==> config.mk <==
export PLATFORM = sky130hd
export DESIGN_NAME = add_64bit
export DESIGN_NICKNAME = d
export VERILOG_FILES = /design/src/rtl/full_adder.sv /design/src/rtl/add_64bit.sv
export SDC_FILE = /design/constraint.sdc
export NUM_CORES = 1
export LEC_CHECK = 0
export BUFFER_PORTS_ARGS = -buffer_cell sky130_fd_sc_hd__buf_4
export CAP_MARGIN = 20
export CORE_MARGIN = 2
export CORE_UTILIZATION = 43
export DETAILED_ROUTE_END_ITERATION = 10
export GPL_ROUTABILITY_DRIVEN = 0
export MAX_ROUTING_LAYER = met4
export PLACE_DENSITY_LB_ADDON = 0.05
export SLEW_MARGIN = 20
export SYNTH_ARGS = -nofsm -noshare
export SYNTH_HDL_FRONTEND = slang
export SYNTH_SLANG_ARGS = --single-unit
==> constraint.sdc <==
create_clock -name clk -period 31.6 [get_ports clk]
set_clock_uncertainty 0.2 [all_clocks]
set_input_delay 3.16 -clock clk [delete_from_list [all_inputs] [get_ports clk]]
set_output_delay 3.16 -clock clk [all_outputs]
set_load 0.01 [all_outputs]
==> src/rtl/full_adder.sv <==
//==============================================================================
// Module      : full_adder
// Description : Single-bit full adder built from xor/and/or gate primitives;
//               one link of the add_64bit ripple-carry chain.
// Revision    : 1.0 - initial release
//==============================================================================
`default_nettype none

module full_adder (
    input  wire a,
    input  wire b,
    input  wire cin,
    output wire sum,
    output wire cout
);

    wire w_p;   // propagate
    wire w_g;   // generate
    wire w_t;   // carry passed through from cin

    xor u_xor_p   (w_p, a, b);
    xor u_xor_s   (sum, w_p, cin);
    and u_and_g   (w_g, a, b);
    and u_and_t   (w_t, cin, w_p);
    or  u_or_cout (cout, w_g, w_t);

endmodule

`default_nettype wire

==> src/rtl/add_64bit.sv <==
//==============================================================================
// Module      : add_64bit
// Description : WIDTH-bit two's-complement ripple-carry adder with carry-in and
//               signed-overflow flag; sum and overflow registered once.
// Revision    : 1.0 - initial release
//==============================================================================
`default_nettype none

module add_64bit #(
    parameter int WIDTH = 64
) (
    input  logic             clk,
    input  logic             reset,
    input  logic [WIDTH-1:0] a,
    input  logic [WIDTH-1:0] b,
    input  logic             cin,
    output logic [WIDTH-1:0] sum,
    output logic             overflow
);

    logic [WIDTH:0]   w_c;
    logic [WIDTH-1:0] sum_d;
    logic             overflow_d;
    logic [WIDTH-1:0] sum_q;
    logic             overflow_q;

    assign w_c[0] = cin;

    generate
        for (genvar i = 0; i < WIDTH; i++) begin : g_fa
            full_adder u_fa (
                .a    (a[i]),
                .b    (b[i]),
                .cin  (w_c[i]),
                .sum  (sum_d[i]),
                .cout (w_c[i+1])
            );
        end
    endgenerate

    // Carry into and out of the sign bit disagree exactly on signed overflow.
    assign overflow_d = w_c[WIDTH] ^ w_c[WIDTH-1];

    always_ff @(posedge clk) begin
        if (reset) begin
            sum_q      <= '0;
            overflow_q <= 1'b0;
        end else begin
            sum_q      <= sum_d;
            overflow_q <= overflow_d;
        end
    end

    assign sum      = sum_q;
    assign overflow = overflow_q;

endmodule

`default_nettype wire

Word level (Yosys, flattened, before mapping)
Index checks and enable logic that the tools add are counted.

word-level totals
  register bits = 65
  input port bits = 131
  output and inout port bits = 65
  word-level logic and storage cells = 323

operators by class
  bitwise logic cells = 321

operators with widths
  cell               number
  bitwise XOR 1 bit  129
  AND 1 bit          128
  OR 1 bit           64

Longest topological paths before layout
  depth after elaboration = 130
  gate-level depth with buffers = 68
  depth with buffers taken out = 68

Cells and area by module
From an unflattened synthesis, not the netlist that was laid out.

second synthesis, totals
  cell total of the unflattened synthesis = 202
  area, all modules = 3143.0 um^2

by module, submodules not included
  module      times used  cells each  area an instance (um^2)  seq. area each (um^2)
  add_64bit   1           138         1861.8                   1301.2
  full_adder  64          1           20.0                     0.0

Least setup slack after synthesis
No wires, ideal clock.

  path kind = input to register
  start = input port a[0]
  end = register overflow_q, in the netlist overflow
  setup time = 117 ps
  arrival time = 27578 ps
  required time = 31283 ps
  path slack = 3705 ps
  stages = 68
  path buffers = 0
  cells stage by stage = fa_1 fa_1 fa_1 fa_1 fa_1 fa_1 fa_1 fa_1 fa_1 fa_1 fa_1 fa_1 fa_1 fa_1 fa_1 fa_1 fa_1 fa_1 [... 32 more ...] fa_1 fa_1 fa_1 fa_1 fa_1 fa_1 fa_1 fa_1 fa_1 fa_1 fa_1 inv_1 fa_1 inv_1 fa_1 fa_1 xnor2_1 nor2_1

on the way
  word-level cells in the longest chain between the ends = 130
  elaborated cells between the ends (all ways) = 131
  those cells by class = bitwise (131)

RTL lines
  what                  RTL line          RTL
  start, declared       add_64bit.sv:14   input logic [WIDTH-1:0] a,
  bitwise XOR 1 bit     full_adder.sv:21  xor u_xor_p (w_p, a, b);
  AND 1 bit             full_adder.sv:24  and u_and_t (w_t, cin, w_p);
  OR 1 bit *            full_adder.sv:25  or u_or_cout (cout, w_g, w_t);
  AND 1 bit *           full_adder.sv:24
  OR 1 bit *            full_adder.sv:25
  AND 1 bit *           full_adder.sv:24
  OR 1 bit *            full_adder.sv:25
  AND 1 bit *           full_adder.sv:24
  [... 114 more ...]    --
  OR 1 bit *            full_adder.sv:25
  AND 1 bit *           full_adder.sv:24
  OR 1 bit *            full_adder.sv:25
  AND 1 bit *           full_adder.sv:24
  OR 1 bit *            full_adder.sv:25
  AND 1 bit             full_adder.sv:24
  OR 1 bit              full_adder.sv:25
  bitwise XOR 1 bit *   add_64bit.sv:42   assign overflow_d = w_c[WIDTH] ^ w_c[WIDTH-1];
  end signal, assigned  add_64bit.sv:50   overflow_q <= overflow_d;
  end, declared         add_64bit.sv:25   logic overflow_q;

Mark *: on every way between the ends. The rest lies on a longest branch, timed or not.
A chain may end at the register's enable or synchronous reset.

Final worst setup path
Ends and elaborated chain as after synthesis.

==> results.md <==
Synth:
- In this run the cell area of the synthesized design comes to 3160 um^2.
- The number of warnings issued by yosys is 0.
- A synthesized cell averages 15.3 um^2.
- The number of nets in the synthesized netlist is 401.
- The synthesized netlist cell count is 206.
- The sequential element share of the synthesized area is 41.2%.
- Synthesis inferred 65 register bits.
- In this run, distinct cell masters in the synthesized netlist total 9.

Detailed routing:
- In this run, the number of DRC markers left after iteration 0 of detailed routing was 51.
- For this block, the routed nets add up to 6.62 mm of wire.
- The count of unresolved DRC violations after routing is 0.
- The via count of the routed design is 2,123.
- Dividing the detail-routed wire length by the instance count gives 13.0 um.
- The pre-antenna-repair detailed-routing pass consisted of 4 iterations.
- The detail route stage leaves a number of antenna-violating nets equal to 0.
- The via density per instance is 4.17.

CTS:
- CTS built an H-tree with a depth of 3.
- Clock-pin slew was measured on the worst setup and hold paths at 0.07 ns.
- The clock sink total is 65.
- The number of buffers inserted by post-CTS setup repair is 0.
- Clock tree synthesis inserted a total of 9 buffers.
- The number of hold buffers added after CTS is 0.
- The clock passes through at most 2 buffers.
- The root buffer cell is clkbuf_8.
- TritonCTS built the clock tree.
- The post-cts sizing count is 0.

Min path:
- The path category of the worst min-delay check is input port to flop.

Timing:
- The accumulated negative setup slack is 0 ns.
- At the pin with the least slew margin, the transition time is 0.793 ns.
- The worst pin sits at a relative slew slack of 47.1%.
- Setup violations remaining at the end of the flow were counted as 0.
- The number of hold violations in the final report is 0.
- The count of pins over their slew limit is 0.
- Derived from the worst setup path, the maximum achievable clock frequency is 34.9 MHz.
- The final critical-path setup slack is 2.98 ns.
- The minimum clock period after layout is 28.62 ns.
- Of the available clock period, the critical path in the final layout requires 90.6%.
- Setup repair after global routing left no endpoint under its margin.

Global route:
- The pin count of the biggest net entering global routing is 66.
- The number of global-route vias before repair is 2,105.
- The leftover overflow at the end of global routing is 0.
- The number of antenna violations at the first check in global routing is 0.
- The overall track demand over capacity in global routing is 17.2%.
- The first global-routing pass estimated 9.72 mm of wire.

Floorplan:
- The region available for standard cell placement spans 7180 um^2.
- From bottom edge to top edge, the die measures 89.7 um.
- For this design the top-level I/O count stands at 196.
- The initial cell density of the core is 44.0%.
- The area enclosed by the die boundary is 8040 um^2.
- The die is 89.7 um wide.
- The number of standard-cell rows in the floorplan is 31.

Setup path:
- Along the worst path, the maximum fanout reaches 2.
- The sort of element at the end of the critical path is a flop.
- The largest stage delay on the critical path is 0.42 ns.
- The slowest stage of the critical path belongs to the cell fa_1.
- At the worst endpoint, the required time is 31.59 ns.
- The cell that appears most often on the critical path is fa_1.
- The signal arrival time at the worst endpoint is 28.60 ns.
- The type of the worst setup path is input port to flop.
- The worst setup path is launched from an input port.

Final layout:
- For this run, the number of standard cells in the final layout without fillers is 509.
- The repair_antennas step left the layout with diodes totalling 0.
- The post-route netlist has 58.3% of its cells at a drive strength greater than 1.
- The net count of the finished layout is 600.
- Compared with the post-synthesis result, the final layout area differs by 53.5%.
- After routing the design area is 4840 um^2.
- The most common library cell in the layout ignoring fill and taps is buf_4.
- Leaving out fill and tap cells, the most frequent cells in the layout are 195 x buf_4, 65 x dfxtp_1, 64 x fa_1.

Placed design:
- The number of buffers inserted by port buffering is 195.
- The placed cell count is 493.
- The worst slack at placement is 2.67 ns.
- The sum of net half-perimeters after detailed placement is 5.61 mm.
- After detailed placement, the total cell area comes to 4670 um^2.

Power:
- The sequential share of power is 43.1%.
- The leakage power of the design is 2.26 nW.
- The share of total power in combinational logic is 29.7%.
- The switching part of the total is 25.8%.
- For this design the ratio of total power to cell area is 45.8 nW/um^2.
- The total internal power is 165 uW.
- The power share of the clock group is 27.3%.
- The analysis attributes to net switching a power of 57.4 uW.
- The maximum resistive drop on vdd is 0.0000210 V.

Outcome:
- The run finished with clean final reports.

Job:
- Across the run, the number of max-cap violations was 0.
==> state kept, by name (all words and copies together) (netlist names) <==
name,count
overflow,1
sum,64
==> metrics by stage <==
stage                     utilization (%)  power, mW  hold WS [ns]
final                                67.5      0.222          3.00
after global routing                 67.5      0.238          2.98
after floorplan                         -      0.126          3.17
after detailed placement             65.1      0.165          3.33
after CTS                            67.5      0.227          2.98
after global placement               65.1      0.164          3.32
==> power by group through the flow <==
stage / Clock [mW] / Sequential, mW / Combinational [mW]
after floorplan: 0 / 0.103 / 0.0229
after global placement: 0 / 0.0974 / 0.0661
after detailed placement: 0 / 0.0975 / 0.0671
after CTS: 0.0634 / 0.0957 / 0.0675
after global routing: 0.0672 / 0.0966 / 0.0744
final: 0.0606 / 0.0956 / 0.0659
==> synth_stat cells <==
cell type	n	area share [%]
nor2b_1	33	6.5
dfxtp_1	65	41
inv_1	4	0.48
buf_6	6	2.1
xnor2_1	1	0.28
fa_1	64	41
buf_2	1	0.16
nor2_1	2	0.24
nor2b_2	30	8.3
==> metal layers <==
metal | global-route usage, % | part of all wire [%] | vias up
met5 | - | 0 | -
met4 | 7.87 | 2.3 | 0
met3 | 6.12 | 12 | 13
met2 | 26.6 | 50 | 120
met1 | 20.2 | 36 | 980
li1 | - | - | 1010
==> path summary, 6_finish.rpt <==
kind               from  endpoint  slack [ns]  cells after the start
hold / removal    b[12]   sum[12]        3.00                      3
setup / recovery   a[0]  overflow        2.98                     69
==> cell families (layout without fill, tap and decap cells) <==
logic type,Yosys count,after routing,share of synthesized area [%]
fa+ha+maj,64,64,40.6
buf+inv,11,215,2.78
flops,65,65,41.2
xor+xnor,1,1,0.278
simple gates,65,65,15.1
==> critical path, delay by kind of cell <==
kind | cells | cell delay, ns
adders and majority gates | 64 | 24.96
buffers and inverters | 3 | 0.22
xor gates and xnor gates | 1 | 0.17
and+or+nand+nor | 1 | 0.05
==> final cells by class <==
cell class | count | area (um^2)
fillers | 583 | 2330
multi-input cells | 130 | 1770
repair buffers | 195 | 1460
flip-flops and latches | 65 | 1300
clock buffers | 13 | 159
well taps | 99 | 124
clock inverters | 3 | 15.0
inverters | 4 | 15.0
Note: power is estimated with default switching activity, not from simulation.
